<file path="src/rtl/keyboard_pkg.sv">
// Shared constants, FSM state type and PS/2 set-2 scancode map for the
// matrix keyboard emulator.
package keyboard_pkg;

  localparam logic [7:0] SC_EXT   = 8'hE0;
  localparam logic [7:0] SC_BRK   = 8'hF0;
  localparam logic [7:0] SC_BAT   = 8'hAA;
  localparam logic [7:0] SC_RESET = 8'h77;
  localparam logic [7:0] SC_OVR0  = 8'h00;
  localparam logic [7:0] SC_OVR1  = 8'hFF;

  typedef enum logic [1:0] {
    ST_IDLE,
    ST_EXT,
    ST_BRK,
    ST_EXTBRK
  } kbd_state_t;

  typedef struct packed {
    logic       hit;
    logic [3:0] row;
    logic [2:0] col;
  } key_map_t;

  // Translate {extended, code} into a matrix position; hit = 0 when unmapped.
  function automatic key_map_t map_scancode(input logic ext, input logic [7:0] code);
    key_map_t m;
    m = '{hit: 1'b1, row: 4'd0, col: 3'd0};
    case ({ext, code})
      9'h01A: begin m.row = 4'd0;  m.col = 3'd5; end
      9'h022: begin m.row = 4'd0;  m.col = 3'd4; end
      9'h021: begin m.row = 4'd0;  m.col = 3'd3; end
      9'h02A: begin m.row = 4'd0;  m.col = 3'd2; end
      9'h032: begin m.row = 4'd0;  m.col = 3'd1; end
      9'h01C: begin m.row = 4'd1;  m.col = 3'd5; end
      9'h01B: begin m.row = 4'd1;  m.col = 3'd4; end
      9'h023: begin m.row = 4'd1;  m.col = 3'd3; end
      9'h02B: begin m.row = 4'd1;  m.col = 3'd2; end
      9'h034: begin m.row = 4'd1;  m.col = 3'd1; end
      9'h015: begin m.row = 4'd2;  m.col = 3'd5; end
      9'h01D: begin m.row = 4'd2;  m.col = 3'd4; end
      9'h024: begin m.row = 4'd2;  m.col = 3'd3; end
      9'h02D: begin m.row = 4'd2;  m.col = 3'd2; end
      9'h02C: begin m.row = 4'd2;  m.col = 3'd1; end
      9'h016: begin m.row = 4'd3;  m.col = 3'd5; end
      9'h01E: begin m.row = 4'd3;  m.col = 3'd4; end
      9'h026: begin m.row = 4'd3;  m.col = 3'd3; end
      9'h025: begin m.row = 4'd3;  m.col = 3'd2; end
      9'h02E: begin m.row = 4'd3;  m.col = 3'd1; end
      9'h175: begin m.row = 4'd9;  m.col = 3'd3; end
      9'h172: begin m.row = 4'd9;  m.col = 3'd2; end
      9'h16B: begin m.row = 4'd9;  m.col = 3'd1; end
      9'h174: begin m.row = 4'd9;  m.col = 3'd0; end
      9'h029: begin m.row = 4'd10; m.col = 3'd0; end
      9'h05A: begin m.row = 4'd10; m.col = 3'd1; end
      9'h012: begin m.row = 4'd10; m.col = 3'd6; end
      9'h014: begin m.row = 4'd11; m.col = 3'd6; end
      default: m.hit = 1'b0;
    endcase
    return m;
  endfunction

endpackage

</file>
<file path="src/rtl/ps2_intf.sv">
// PS/2 device-to-host byte receiver: synchronises the raw lines, shifts in
// start/8 data/odd parity/stop and strobes VALID or ERROR once per frame.
module ps2_intf (
  input  logic       CLK,
  input  logic       nRESET,
  input  logic       PS2_CLK,
  input  logic       PS2_DATA,
  output logic [7:0] DATA,
  output logic       VALID,
  output logic       ERROR
);

  logic [2:0] clk_sync;
  logic [1:0] data_sync;
  logic [3:0] bit_cnt;
  logic [7:0] shift_q;
  logic       parity_q;
  logic       fall;
  logic       bit_in;

  assign fall   = clk_sync[2] & ~clk_sync[1];
  assign bit_in = data_sync[1];

  // Bring both PS/2 lines into the clk domain; idle level is high.
  always_ff @(posedge CLK or negedge nRESET) begin
    if (!nRESET) begin
      clk_sync  <= '1;
      data_sync <= '1;
    end else begin
      clk_sync  <= {clk_sync[1:0], PS2_CLK};
      data_sync <= {data_sync[0], PS2_DATA};
    end
  end

  // Frame assembly on each falling PS/2 clock edge; strobes last one cycle.
  always_ff @(posedge CLK or negedge nRESET) begin
    if (!nRESET) begin
      bit_cnt  <= '0;
      shift_q  <= '0;
      parity_q <= 1'b0;
      DATA     <= '0;
      VALID    <= 1'b0;
      ERROR    <= 1'b0;
    end else begin
      VALID <= 1'b0;
      ERROR <= 1'b0;
      if (fall) begin
        if (bit_cnt == 4'd0) begin
          if (!bit_in) bit_cnt <= 4'd1;
        end else if (bit_cnt <= 4'd8) begin
          shift_q <= {bit_in, shift_q[7:1]};
          bit_cnt <= bit_cnt + 4'd1;
        end else if (bit_cnt == 4'd9) begin
          parity_q <= bit_in;
          bit_cnt  <= bit_cnt + 4'd1;
        end else begin
          bit_cnt <= 4'd0;
          if (bit_in && (^{shift_q, parity_q})) begin
            DATA  <= shift_q;
            VALID <= 1'b1;
          end else begin
            ERROR <= 1'b1;
          end
        end
      end
    end
  end

endmodule

</file>
<file path="src/rtl/ps2_matrix_keyboard.sv">
// PS/2 keyboard to row/column key matrix emulator: decodes make/break
// sequences into a key matrix scanned through ka/kd.
module ps2_matrix_keyboard
  import keyboard_pkg::*;
#(
  parameter int ROWS    = 12,
  parameter int COLS    = 7,
  parameter int TIMEOUT = 50000
) (
  input  logic            clk,
  input  logic            reset_n,
  input  logic            ps2_clk,
  input  logic            ps2_data,
  input  logic [ROWS-1:0] ka,
  output logic [COLS-1:0] kd,
  output logic            key_reset,
  output logic            ev_valid,
  output logic            ev_make,
  output logic [3:0]      ev_row,
  output logic [2:0]      ev_col
);

  localparam int            TW        = $clog2(TIMEOUT + 2);
  localparam logic [TW-1:0] TMO_LIMIT = TW'(TIMEOUT);

  logic [7:0]      rx_data;
  logic            rx_valid;
  logic            rx_error;
  kbd_state_t      state_q;
  kbd_state_t      state_d;
  logic [TW-1:0]   tmo_q;
  logic [COLS-1:0] matrix_q [ROWS];
  logic [COLS-1:0] kd_next;
  logic            code_byte;
  logic            ext;
  logic            brk;
  key_map_t        map;
  logic            in_range;
  logic            is_reset_key;
  logic            is_clear;
  logic            is_key;

  ps2_intf u_rx (
    .CLK      (clk),
    .nRESET   (reset_n),
    .PS2_CLK  (ps2_clk),
    .PS2_DATA (ps2_data),
    .DATA     (rx_data),
    .VALID    (rx_valid),
    .ERROR    (rx_error)
  );

  // Prefix state register.
  always_ff @(posedge clk or negedge reset_n) begin
    if (!reset_n) state_q <= ST_IDLE;
    else          state_q <= state_d;
  end

  // Next prefix state; a byte arriving takes priority over timeout expiry.
  always_comb begin
    state_d   = state_q;
    code_byte = 1'b0;
    ext       = (state_q == ST_EXT) || (state_q == ST_EXTBRK);
    brk       = (state_q == ST_BRK) || (state_q == ST_EXTBRK);
    if (rx_error) begin
      state_d = ST_IDLE;
    end else if (rx_valid) begin
      if (rx_data == SC_EXT) begin
        case (state_q)
          ST_IDLE: state_d = ST_EXT;
          ST_BRK:  state_d = ST_EXTBRK;
          default: state_d = state_q;
        endcase
      end else if (rx_data == SC_BRK && state_q == ST_IDLE) begin
        state_d = ST_BRK;
      end else if (rx_data == SC_BRK && state_q == ST_EXT) begin
        state_d = ST_EXTBRK;
      end else begin
        code_byte = 1'b1;
        state_d   = ST_IDLE;
      end
    end else if (state_q != ST_IDLE && tmo_q == TMO_LIMIT) begin
      state_d = ST_IDLE;
    end
  end

  // Classify the code byte: reset key, matrix clear, or mapped matrix key.
  always_comb begin
    map          = map_scancode(ext, rx_data);
    in_range     = map.hit && (32'(map.row) < ROWS) && (32'(map.col) < COLS);
    is_reset_key = code_byte && !ext && (rx_data == SC_RESET);
    is_clear     = code_byte && ((rx_data == SC_BAT) || (rx_data == SC_OVR0) ||
                                 (rx_data == SC_OVR1));
    is_key       = code_byte && !is_reset_key && !is_clear && in_range;
  end

  // Prefix timeout: runs only while waiting for the rest of a sequence.
  always_ff @(posedge clk or negedge reset_n) begin
    if (!reset_n)                           tmo_q <= '0;
    else if (rx_valid || state_d == ST_IDLE) tmo_q <= '0;
    else                                    tmo_q <= tmo_q + 1'b1;
  end

  // Key matrix and reset-key level.
  always_ff @(posedge clk or negedge reset_n) begin
    if (!reset_n) begin
      for (int r = 0; r < ROWS; r++) matrix_q[r] <= '0;
      key_reset <= 1'b0;
    end else if (is_clear) begin
      for (int r = 0; r < ROWS; r++) matrix_q[r] <= '0;
      key_reset <= 1'b0;
    end else begin
      if (is_reset_key) key_reset <= !brk;
      for (int r = 0; r < ROWS; r++)
        for (int c = 0; c < COLS; c++)
          if (is_key && map.row == 4'(r) && map.col == 3'(c))
            matrix_q[r][c] <= !brk;
    end
  end

  // Event strobe describing the matrix update just applied.
  always_ff @(posedge clk or negedge reset_n) begin
    if (!reset_n) begin
      ev_valid <= 1'b0;
      ev_make  <= 1'b0;
      ev_row   <= '0;
      ev_col   <= '0;
    end else begin
      ev_valid <= is_key;
      if (is_key) begin
        ev_make <= !brk;
        ev_row  <= map.row;
        ev_col  <= map.col;
      end
    end
  end

  // Column data seen by the host: OR of all selected rows.
  always_comb begin
    kd_next = '0;
    for (int r = 0; r < ROWS; r++)
      if (ka[r]) kd_next = kd_next | matrix_q[r];
  end

  // Register kd so its latency from ka or the matrix is one cycle.
  always_ff @(posedge clk or negedge reset_n) begin
    if (!reset_n) kd <= '0;
    else          kd <= kd_next;
  end

endmodule

</file>
<file path="config.mk">
export PLATFORM = sky130hd
export DESIGN_NAME = ps2_matrix_keyboard
export DESIGN_NICKNAME = d
export VERILOG_FILES = /design/src/rtl/keyboard_pkg.sv /design/src/rtl/ps2_intf.sv /design/src/rtl/ps2_matrix_keyboard.sv
export SDC_FILE = /design/constraint.sdc
export NUM_CORES = 1
export LEC_CHECK = 0
export BUFFER_PORTS_ARGS = -buffer_cell sky130_fd_sc_hd__buf_2
export CORE_ASPECT_RATIO = 1.75
export CORE_UTILIZATION = 40
export DETAILED_ROUTE_END_ITERATION = 10
export SETUP_SLACK_MARGIN = 0.15
export SYNTH_ARGS = -nofsm -noshare
export SYNTH_HDL_FRONTEND = slang
export SYNTH_SLANG_ARGS = --single-unit
</file>
<file path="constraint.sdc">
create_clock -name clk -period 2.8 [get_ports clk]
set_input_delay 0.28 -clock clk [delete_from_list [all_inputs] [get_ports clk]]
set_output_delay 0.28 -clock clk [all_outputs]
set_load 0.05 [all_outputs]
</file>
* Yosys cells after proc, flatten, opt, wreduce, memory -nomap -nowiden
Cells that the tools add are included.
** Cells by class
- Multipliers :: 0
- Divide/modulo/power cells :: 0
- Bitwise gates (word level) :: 16
- Eq/ne operators :: 56
- Magnitude comparators :: 3
- $add $sub $neg :: 2
- Shifts and indexed selects :: 0
- Reduce and logical (&&, ||, !) cells :: 215
- Mux-type cells :: 128
** Operator list (number)
- one-hot mux 7 bit (28 select lines) :: 1
- nonzero test 2 bit :: 86
- == test 9 x 6 -> 1 bit (second input constant) :: 14
- logical AND 1 bit :: 108
- 2-to-1 mux 1 bit :: 102
- 2-to-1 mux 7 bit :: 12
- 2-to-1 mux 84 bit :: 1
- == test 9 x 5 -> 1 bit (second input constant) :: 9
- bitwise OR 7 bit :: 11
- == test 9 bit (second input constant) :: 4
- == test 8 bit (second input constant) :: 4
- OR reduction 28 bit :: 1
- == test 4 bit (second input constant) :: 5
- adder 16 x 1 -> 16 bit (second input constant) :: 1
- == test 16 bit (second input constant) :: 1
- == test 4 x 3 -> 1 bit (second input constant) :: 4
- 2-to-1 mux 16 bit :: 1
- 2-to-1 mux 4 bit :: 4
- 2-to-1 mux 2 bit :: 6
- == test 3 bit (second input constant) :: 3
- == test 9 x 7 -> 1 bit (second input constant) :: 1
- XOR reduction 9 bit :: 1
- == test 4 x 2 -> 1 bit (second input constant) :: 2
- == test 8 x 7 -> 1 bit (second input constant) :: 1
- 23 further kinds :: 37
** Storage, ports and cells
- Bits in read-only memories :: 0
- Memories kept :: 0
- Latch bits :: 0
- Input port bits :: 16
- Output and inout port bits :: 17
- Flip-flop bits (word level) :: 147
- Memory bits (writable) :: 0
- Logic and storage cells :: 520

* Logic depth before layout (Yosys ltp)
Gate-level depths: netlist of the first run.
- Depth in word-level cells :: 23
- Mapped depth :: 10
- Gate-level depth less buffers :: 7

* Cells and area by module
Synthesis of the first run repeated with hierarchy kept, for this count alone.
** Unflattened totals
- Cells, all modules :: 566
- Area total of the unflattened synthesis :: 6035.8 sq um
** Modules (own cells, without submodules)
- ps2_matrix_keyboard :: area each 4804.6 sq um, instances 1, sequential area each 2277.2 sq um, cells an instance 482
- ps2_intf :: area each 1231.2 sq um, instances 1, sequential area each 706.9 sq um, cells an instance 84

* Worst setup path after synthesis of the first run
OpenSTA, ideal clock, no wires.
- Path kind :: flip-flop to flip-flop
- From :: register u_rx.DATA[0]
- To :: register ev_col[1]
- Slack :: 314 ps
- Arrival time :: 2358 ps
- Clock period less this slack :: 2486 ps
- Data required time :: 2672 ps
- Cell stages (with the launch flop) :: 9
- Setup time :: 128 ps
- Path buffers :: 4
- Path through :: dfrtp_1 > buf_2 > buf_2 > buf_2 > or4_1 > o211ai_1 > o21a_1 > buf_6 > mux2_1
** On the way
- Cells in the longest elaborated chain, start to end :: 13
- Elaborated cells between the ends (all ways) :: 58
- Classes of those cells :: 2 x order compare; 33 x eq/ne; 7 x mux; 16 x reduce/logical
** Ends and longest elaborated chain
- from (decl) :: RTL line ps2_intf.sv:8 : output logic [7:0] DATA,
- from (signal assigned) :: RTL line ps2_intf.sv:59 : DATA <= shift_q;
- parallel branches: the longest is 12 deep, another holds less-than comparator 4 bit
- logical AND 1 bit (*) :: RTL line ps2_matrix_keyboard.sv:94 : is_key = code_byte && !is_reset_key && !is_clear && in_range;
- named net is_key :: RTL line ps2_matrix_keyboard.sv:41 : logic is_key;
- to (signal assigned) :: RTL line ps2_matrix_keyboard.sv:133 : ev_col <= map.col;
- to (decl) :: RTL line ps2_matrix_keyboard.sv:20 : output logic [2:0] ev_col
Mark *: on every way through the listed nets, which the timed path passes.
A chain may end at the register's enable or synchronous reset.

* Final worst setup path of the first run
- From :: register u_rx.DATA[7]
- To :: register ev_row[1]
** On the way
- Cells in the longest elaborated chain, start to end :: 13
- Elaborated cells between the ends (all ways) :: 58
- Classes of those cells :: 2 x order compare; 33 x eq/ne; 7 x mux; 16 x reduce/logical
** Ends and longest elaborated chain
- parallel branches: the longest is 13 deep, another holds less-than comparator 4 bit
- to (signal assigned) :: RTL line ps2_matrix_keyboard.sv:132 : ev_row <= map.row;
- to (decl) :: RTL line ps2_matrix_keyboard.sv:19 : output logic [3:0] ev_row,
Parallel ways; which one is timed is not known.

==> results by group, run 1 <==
Outcome
  • Status: finished clean

Final layout
  • Area of the multi-input gates: 3070 sq um
  • Final Util: 50.6%
  • Layout cell share with drive strength beyond 1: 27.1%
  • Design Area, Final: 7580 sq um
  • Nets: 658
  • Fill cells: 1370
  • Sequential Area: 2990 sq um
  • Synth-to-layout area growth: 23.2%
  • Inserted Diodes: 0

STA
  • Setup TNS: 0 ps
  • Clk_skew: 7.47 ps
  • Max Slew Vio Count: 0
  • Tightest Pin Transition: 659 ps
  • Final period util: 95.7%
  • Final hold vios: 0
  • Final Critical Period: 2680 ps
  • Max Fclk: 0.373 GHz
  • Unrepaired setup endpoints after global routing: yes
  • Final hold slack: 265 ps
  • Final setup fails: 0
  • Rel. slew slack: 55.4%

CTS
  • CTS tree: yes
  • H-tree depth: 4
  • Worst-path clk slew: 60 ps
  • Clock Latency Late Sink: 410 ps
  • CTS Buf Count: 17
  • Clock root buffer: clkbuf_16
  • CTS Sinks: 119
  • Longest Clk Path Bufs: 2

Logic synthesis
  • Synth Net Count: 591
  • Synthesized area per cell: 10.8 sq um
  • Netlist cell types: 80
  • Yosys reg bits: 119
  • Fraction of registers with async set/reset: 100%
  • Sequential fraction of the synthesis area: 48.5%
  • Synthesized instance count: 570
  • Cell area after synthesis: 6150 sq um
  • Most common flop cell mapped by yosys: dfrtp_1
  • YS warnings: 0
  • EDFF count, synth: 0

Floorplanning
  • Num rows: 59
  • Area of the die: 15900 sq um
  • Die height: 166 microns
  • Initial Util: 41.1%
  • Core Region: 15000 sq um
  • Die W: 95.8 microns
  • Ports: 33

Detailed routing
  • Via count: 4858
  • Total Wirelength: 16000 microns
  • WL per Instance: 19.2 microns
  • Detailed Route Iter0 Violations: 252
  • DRC violations left: 0
  • DRT Pass-1 Iters: 5
  • Post-DRT Antenna Nets: 0
  • Detailed-route vias per instance: 5.83

Global routing
  • Initial antenna violation count: 0
  • First-pass GRT wire length: 25000 microns
  • Total track usage: 20.6%
  • Vias in the first global route: 4919
  • Remaining Overflow, GRT: 0
  • Pin count of the biggest net entering global routing: 52

Job
  • Max_cap viols: 0

Worst setup path
  • Max Fanout on Critical Path: 7
  • CP startpoint kind: register
  • Critical Path End Type: register
  • Data required time of the critical path: 3090 ps
  • Setup CP Type: register to register
  • Worst EP arrival: 2970 ps

Placed design
  • Routability Congestion: 0.876
  • # port buffers: 31
  • Hpwl dp: 11200 microns
  • Placement Cell Area: 6650 sq um

Power and ir drop
  • Peak supply drop: 0.463 mV
  • Final Power: 0.00594 W
  • Power per cell area: 783 nW/um^2
  • P_leak: 3.41 nW

Min path
  • Worst hold path type: primary input to register
[Yosys cell counts, types with 4 or more instances]
master    instances  area share [%]
dfstp_2           5             2.1
a22o_1            7             1.0
a22oi_1          14             1.7
or4b_1            4            0.65
dfrtp_1         114              46
and3_1            4            0.41
mux2i_1          27             4.4
inv_1            17             1.0
nand4b_1          5            0.71
nand3_1          15             1.2
a221oi_1          7             1.0
nor3b_1           7            0.85
nand2b_1          8            0.81
and3b_1           4            0.57
a21oi_1          14             1.1
xor2_1           10             1.4
or4_1             4            0.49
clkbuf_1         13            0.79
or3_1             5            0.51
xnor2_1          12             1.7
nor3_1            8            0.65
nor2_1           29             1.8
o21ai_0          13             1.1
o41ai_1           4            0.57
buf_2            15             1.2
ha_1              5             1.0
and2_1           34             3.5
mux2_1            4            0.73
nand4_1          15             1.5
nor2b_1           6            0.61
nand3b_1          5            0.61
buf_4             5            0.61
nor4b_2           4            0.98
mux2_2           18             3.3
nor4_1            6            0.61
nand2_1          36             2.2
[worst paths after layout]
check / start / endpoint / slack, ps / cells past startpoint
max: u_rx.DATA[7] / ev_row[1] / 120 / 6
min in group asynchronous: reset_n / matrix_q[19] / 320 / 2
max reg2reg: u_rx.DATA[7] / ev_row[1] / 120 / 6
min: ka[7] / kd[6] / 260 / 4
max in group asynchronous: reset_n / ev_row[1] / 1590 / 3
min reg2reg: u_rx.data_sync[0] / u_rx.data_sync[1] / 360 / 0
[cells in the final DEF (no fill, tap or decap), types with 10 or more instances in the layout]
cell / count
dfrtp_1: 108
buf_4: 44
nand2_1: 36
and2_1: 34
buf_2: 30
nor2_1: 29
mux2i_1: 27
mux2_2: 18
inv_1: 17
clkbuf_16: 17
nand3_1: 15
nand4_1: 15
a21oi_1: 14
a22oi_1: 14
o21ai_0: 13
xnor2_1: 12
xor2_1: 10
[worst max-delay path, stage by stage, from the launching register on]
cell	delay [ps]
dfrtp_1	410
or4b_4	560
or4_4	430
o31a_1	380
o211ai_1	160
o21a_2	290
mux2_4	320
[metrics by stage]
step / instances / setup slack, ps
6_report: 833 / 121
5_1_grt: 833 / 69.2
4_1_cts: 821 / 28.3
3_5_place_dp: 786 / -104
3_3_place_gp: 786 / -76.9
2_1_floorplan: 570 / 314
[area by class of cell]
cell class              instances  area share, %
clock buffers                  17           5.61
well taps                     183           3.02
multi-input cells             401           40.5
flip-flops and latches        119           39.5
repair buffers                 81           7.44
clock inverters                15           3.12
inverters                      17          0.842
[power by group]
part	internal, W	switching (W)	total, W	leakage [nW]
sequential	0.00187	0.000223	0.00209	1.61
clock	0.00160	0.000856	0.00246	0.326
combinational	0.000603	0.000784	0.00139	1.47
[what timing repair did]
action	in CTS	in global routing
hold buffers	3	0
pin swaps	1	5
setup buffers	0	10
endpoints found under the setup margin	19	32
cloned	0	2
resized for setup	7	29
endpoints found under the hold margin	25	0
[per-layer routing]
metal  track usage (%)  vias to the layer above  wire (microns)
li1                  -                     2235               -
met1              21.4                     2429            5830
met2              37.2                      137            8770
met3              3.75                       57             471
met4              12.3                        0             891
met5                 0                        -               0
[cells by family (layout without fill, tap and decap cells)]
group / count (synthesis) / in the layout / synth area share, %
mux: 49 / 49 / 8.42
fa+ha+maj: 5 / 5 / 1.02
flops: 119 / 119 / 48.5
xor+xnor: 22 / 22 / 3.13
compound gates: 101 / 101 / 12.5
simple gates: 221 / 223 / 22.4
buf+inv: 52 / 130 / 4.03
other cells: 1 / 1 / 0.0609
[state kept, by name, summed over array words and instances (netlist names), 3 cells and up]
| signal | flops |
|---|---|
| matrix_q | 57 |
| kd | 7 |
| u_rx.clk_sync | 3 |
| ev_row | 3 |
| tmo_q | 16 |
| u_rx.shift_q | 8 |
| ev_col | 3 |
| u_rx.bit_cnt | 4 |
| u_rx.DATA | 8 |
No activity file was read; power rests on OpenSTA's default activity.
==> run 2, diff against run 1 <==
==> constraint.sdc (replaced) <==
create_clock -name clk -period 2.8 [get_ports clk]
set_input_delay 0.7 -clock clk [delete_from_list [all_inputs] [get_ports clk]]
set_output_delay 0.7 -clock clk [all_outputs]
set_load 0.05 [all_outputs]
==> results by group, run 2 (synthesized netlist as in run 1, its figures left out) <==
Outcome
  • Status: finished clean

Worst setup path
  • Data required time of the critical path: 3140 ps (+50 ps)
  • CP Buf/Inv Count: 0 (unchanged)
  • Max Fanout on Critical Path: 14 (+7)
  • Critical Path End Type: register
  • Crit-path cells: or4b_4 > or4_1 > o31a_1 > or4b_4 > nor4b_2 > mux2i_1
  • CP startpoint kind: register
  • Crit path top cell by count: or4b_4
  • Worst EP arrival: 2990 ps (+20 ps)
  • Slowest library cell on the worst path: or4b_4
  • Setup CP Type: register to register
  • Critical path's largest stage delay: 540 ps (-20 ps)
  • CP top delay family: simple AND/OR/NAND/NOR gates

Detailed routing
  • WL per Instance: 18.8 microns (-2.0%)
  • DRT Pass-1 Iters: 5 (unchanged)
  • Detailed-route vias per instance: 5.77 (-1.1%)
  • Via count: 4711 (-3.0%)
  • Total Wirelength: 15300 microns (-3.9%)
  • Detailed Route Iter0 Violations: 252 (unchanged)
  • DRC violations left: 0 (unchanged)
  • Post-DRT Antenna Nets: 0 (unchanged)

Global routing
  • Vias in the first global route: 4735 (-3.7%)
  • Total track usage: 19.7% (-0.94 points)
  • Remaining Overflow, GRT: 0 (unchanged)
  • First-pass GRT wire length: 23900 microns (-4.5%)
  • Pin count of the biggest net entering global routing: 54 (+3.8%)
  • Initial antenna violation count: 0 (unchanged)

Placed design
  • Routability Congestion: 0.837 (-4.5%)
  • # port buffers: 31 (unchanged)
  • Dpl ws: -40.1 ps (+63.8 ps)
  • Dpl cells: 778 (-1.0%)
  • Hpwl dp: 10800 microns (-3.6%)

CTS
  • CTS Sinks: 119 (unchanged)
  • Longest Clk Path Bufs: 2 (unchanged)
  • CTS tree: yes
  • CTS Buf Count: 17 (unchanged)
  • Hold_buf cts: 0 (-3)
  • Clock root buffer: clkbuf_16
  • Worst-path clk slew: 60 ps (about the same)
  • Clock Latency Late Sink: 420 ps (about the same)
  • H-tree depth: 4 (unchanged)

Power and ir drop
  • Peak supply drop: 0.479 mV (+3.6%)
  • P_leak: 3.31 nW (-2.8%)
  • Final Power: 0.00590 W (-0.55%)
  • Power per cell area: 796 nW/um^2 (+1.7%)

Final layout
  • Biggest registers after layout: matrix_q (57), tmo_q (16)
  • Area of the multi-input gates: 3020 sq um (-1.7%)
  • Max FFs per register: 57 (unchanged)
  • Layout cell share with drive strength beyond 1: 24.8% (-2.3 points)
  • Sequential Area: 2990 sq um (about the same)
  • Nets: 642 (-2.4%)
  • Synth-to-layout area growth: 20.5%
  • Most flops, register: matrix_q
  • Final Util: 49.5% (-1.1 points)
  • Layout Cells excl Fill: 817 (-1.9%)
  • Leading cell types in the layout, fill and taps excluded: 107 x dfrtp_1, 36 x nand2_1, 34 x and2_1, 34 x buf_4, 30 x buf_2
  • Inserted Diodes: 0 (unchanged)
  • Fill cells: 1335 (-2.6%)
  • Commonest non-fill, non-tap cell in the layout: dfrtp_1

Min path
  • Worst hold path type: primary input to asynchronous set/reset pin

Job
  • Max_cap viols: 0 (unchanged)

Floorplanning
  • Ports: 33 (unchanged)
  • Num rows: 59 (unchanged)
  • Die W: 95.8 microns (unchanged)
  • Die height: 166 microns (unchanged)
  • Area of the die: 15900 sq um (unchanged)
  • Initial Util: 41.1% (unchanged)
  • Core Region: 15000 sq um (unchanged)

STA
  • Max Fclk: 0.377 GHz (+1.0%)
  • Max Slew Vio Count: 0 (unchanged)
  • Final period util: 94.7% (-0.97 points)
  • Final Critical Period: 2650 ps (-27.1 ps)
  • Final setup fails: 0 (unchanged)
  • Tightest Pin Transition: 628 ps (-30.8 ps)
  • Unrepaired setup endpoints after global routing: yes
  • Final hold vios: 0 (unchanged)
  • Rel. slew slack: 57.5% (+2.2 points)
  • Final worst setup slack: 148 ps (+27.1 ps)
  • Setup TNS: 0 ps (unchanged)
  • Clk_skew: 10.1 ps (+2.65 ps)
## run 2: worst paths after layout
check                                   from                end  slack, ps  cells past startpoint
max                             u_rx.DATA[7]       matrix_q[71]        150                      6
min reg2reg                u_rx.data_sync[0]  u_rx.data_sync[1]        350                      0
min in group clk           u_rx.data_sync[0]  u_rx.data_sync[1]        350                      0
max reg2reg                     u_rx.DATA[7]       matrix_q[71]        150                      6
min                                  reset_n        matrix_q[9]        240                      1
max in group asynchronous            reset_n  u_rx.data_sync[1]       1880                      2
## run 2: final cells by class
cell class / instances / area share (%)
Clock inverter: 15 / 3.21
Tap cell: 183 / 3.09
Timing Repair Buffer: 66 / 6.01
Inverter: 17 / 0.861
Clock buffer: 17 / 5.74
Multi-Input combinational cell: 400 / 40.7
Sequential cell: 119 / 40.4
## run 2: layer usage
layer | GRT usage [%] | wire, microns | vias up
met5 | 0 | 0 | -
met4 | 10.4 | 550 | 0
met3 | 3.75 | 508 | 37
met2 | 36.8 | 8710 | 128
met1 | 19.7 | 5560 | 2343
li1 | - | - | 2203
## run 2: repair_timing
action,in CTS,in global routing
endpoints found under the setup margin,22,29
gates cloned,0,1
pin swaps,0,3
setup buffers,0,6
gates resized for setup,6,22
## run 2: report_power, final
group / switching (W) / internal (W)
Clock: 0.000854 / 0.00160
Sequential: 0.000220 / 0.00187
Combinational: 0.000770 / 0.000591
Total: 0.00184 / 0.00406
## run 2: metrics by stage
| stage | cell area (sq um) | hold WS [ps] |
|---|---|---|
| after global placement | 6590 | 347 |
| after floorplan | 6150 | 345 |
| final | 7410 | 240 |
| after global routing | 7410 | 262 |
| after CTS | 7260 | 245 |
| after detailed placement | 6590 | 347 |
==> run 3, diff against run 2 <==
PLACE_DENSITY = 0.65   (was unset)
==> results by group, run 3 (synthesized netlist as in run 1, its figures left out) <==
STA
  • Unrepaired setup endpoints after global routing: yes
  • Setup TNS: 0 ps (unchanged)
  • Final Critical Period: 2590 ps (-62.1 ps)
  • Final setup fails: 0 (unchanged)
  • Rel. slew slack: 60.4% (+2.9 points)
  • Max Slew Vio Count: 0 (unchanged)
  • Tightest Pin Transition: 585 ps (-43.0 ps)
  • Clk_skew: 10.4 ps (+0.234 ps)
  • Final hold slack: 250 ps (+9.91 ps)
  • Final period util: 92.5% (-2.2 points)
  • Final hold vios: 0 (unchanged)
  • Max Fclk: 0.386 GHz (+2.4%)

Min path
  • Worst hold path type: primary input to asynchronous set/reset pin

Worst setup path
  • Worst EP arrival: 2870 ps (-120 ps)
  • Max Fanout on Critical Path: 12 (-2)
  • Reg2Reg Setup Slack: 210 ps (+60 ps)
  • Critical Path End Type: register
  • Data required time of the critical path: 3080 ps (-60 ps)
  • CP startpoint kind: register
  • RR Endpoint: matrix_q[60]
  • Reg2Reg Depth: 8 (+2)
  • Setup CP Type: register to register
  • Reg-to-reg startpoint: u_rx.DATA[4]

Floorplanning
  • Die height: 166 microns (unchanged)
  • Area of the die: 15900 sq um (unchanged)
  • Die W: 95.8 microns (unchanged)
  • Initial Util: 41.1% (unchanged)
  • Core Region: 15000 sq um (unchanged)
  • Ports: 33 (unchanged)
  • Num rows: 59 (unchanged)

Detailed routing
  • Via count: 4785 (+1.6%)
  • Total Wirelength: 15100 microns (-1.7%)
  • Post-DRT Antenna Nets: 0 (unchanged)
  • Detailed Route Iter0 Violations: 238 (-5.6%)
  • DRT Pass-1 Iters: 5 (unchanged)
  • Detailed-route vias per instance: 5.84 (+1.2%)
  • DRC violations left: 0 (unchanged)
  • WL per Instance: 18.4 microns (-2.0%)

Power and ir drop
  • Sw Share: 32.6% (+1.3 points)
  • Peak supply drop: 0.414 mV (-14%)
  • Logic pwr share: 24.0% (+0.9 points)
  • Power per cell area: 764 nW/um^2 (-4.0%)
  • Cell-internal power: 0.00379 W (-6.6%)
  • Sequential share of power: 37.2% (+1.9 points)
  • P_leak: 3.31 nW (-0.26%)
  • Clk network pwr share: 38.9% (-2.7 points)
  • Net switching power: 0.00183 W (-0.80%)

Global routing
  • Vias in the first global route: 4775 (+0.84%)
  • Initial antenna violation count: 0 (unchanged)
  • Total track usage: 19.9% (+0.19 points)
  • Remaining Overflow, GRT: 0 (unchanged)
  • First-pass GRT wire length: 24200 microns (+1.2%)
  • Pin count of the biggest net entering global routing: 47 (-13%)

Placed design
  • # port buffers: 31 (unchanged)
  • Dpl cells: 780 (+0.26%)
  • Hpwl dp: 10800 microns (+0.14%)
  • Placement Cell Area: 6610 sq um (+0.42%)
  • Routability Congestion: 0.829 (-0.99%)

Final layout
  • Final Util: 49.1% (-0.42 points)
  • Layout cell share with drive strength beyond 1: 24.6% (-0.12 points)
  • Fill cells: 1336 (+0.075%)
  • Design Area, Final: 7350 sq um (-0.84%)
  • Max FFs per register: 57 (unchanged)
  • Biggest registers after layout: matrix_q (57), tmo_q (16)
  • Inserted Diodes: 0 (unchanged)
  • Layout Cells excl Fill: 820 (+0.37%)
  • Most flops, register: matrix_q
  • Nets: 645 (+0.47%)
  • Commonest non-fill, non-tap cell in the layout: dfrtp_1
  • Synth-to-layout area growth: 19.5%
  • Leading cell types in the layout, fill and taps excluded: 110 x dfrtp_1, 36 x nand2_1, 36 x buf_4

CTS
  • Clock Latency Late Sink: 410 ps (about the same)
  • CTS Buf Count: 17 (unchanged)
  • Worst-path clk slew: 60 ps (about the same)
  • Longest Clk Path Bufs: 2 (unchanged)
  • Clock root buffer: clkbuf_16
  • H-tree depth: 4 (unchanged)
  • CTS Sinks: 119 (unchanged)
  • CTS tree: yes
  • Hold_buf cts: 0 (unchanged)

Job
  • Max_cap viols: 0 (unchanged)

Outcome
  • Status: finished clean
==> run 3: power groups by stage <==
| stage | registers (W) | logic [W] | clock network (W) |
|---|---|---|---|
| finish | 0.00209 | 0.00135 | 0.00218 |
| floorplan | 0.00200 | 0.000993 | 0 |
| global route | 0.00211 | 0.00148 | 0.00230 |
| global placement | 0.00210 | 0.00126 | 0 |
| CTS | 0.00209 | 0.00130 | 0.00222 |
| detailed placement | 0.00211 | 0.00129 | 0 |
==> run 3: through the flow <==
stage / setup WS, ps / power [W]
finish: 210 / 0.00562
global route: 113 / 0.00589
CTS: 121 / 0.00560
detailed placement: 70.9 / 0.00341
global placement: 138 / 0.00337
floorplan: 314 / 0.00299
==> run 3: routing by layer <==
| layer | track usage, % | wire (microns) | vias to the layer above |
|---|---|---|---|
| li1 | - | - | 2223 |
| met3 | 4.08 | 496 | 39 |
| met5 | 0 | 0 | - |
| met1 | 21.2 | 5610 | 2380 |
| met2 | 36.4 | 8470 | 143 |
| met4 | 8.76 | 502 | 0 |
==> run 3: worst max path at each step <==
stage                      start            to  depth (start not counted)
detailed placement  u_rx.DATA[0]  matrix_q[60]                          7
global placement    u_rx.DATA[2]  matrix_q[65]                          5
global route        u_rx.DATA[1]  matrix_q[57]                          7
finish              u_rx.DATA[4]  matrix_q[60]                          8
CTS                 u_rx.DATA[5]  matrix_q[78]                          7
floorplan           u_rx.DATA[0]     ev_col[1]                          8
==> run 3: critical path, cell delays in order, from the launching register on <==
cell and delay, ps:
dfrtp_1 440, buf_4 210, nor4b_1 180, a32oi_1 270
nor2_2 100, or4b_4 610, buf_4 190, o311ai_1 320
o41ai_1 140
==> run 3: timing repair <==
| action | CTS | global route |
|---|---|---|
| gates cloned | 0 | 2 |
| gates resized for setup | 4 | 17 |
| hold endpoints to repair | 0 | 0 |
| buffers inserted | 0 | 6 |
| setup endpoints to repair | 13 | 27 |
| pin swaps | 0 | 9 |
==> run 3: area by class of cell <==
class                   count  area, sq um  area share, %
inverters                  17         63.8          0.868
clock inverters            15          169           2.30
repair buffers             68          460           6.26
multi-input cells         401         3010           40.9
clock buffers              17          425           5.79
well taps                 183          229           3.11
flip-flops and latches    119         2990           40.7
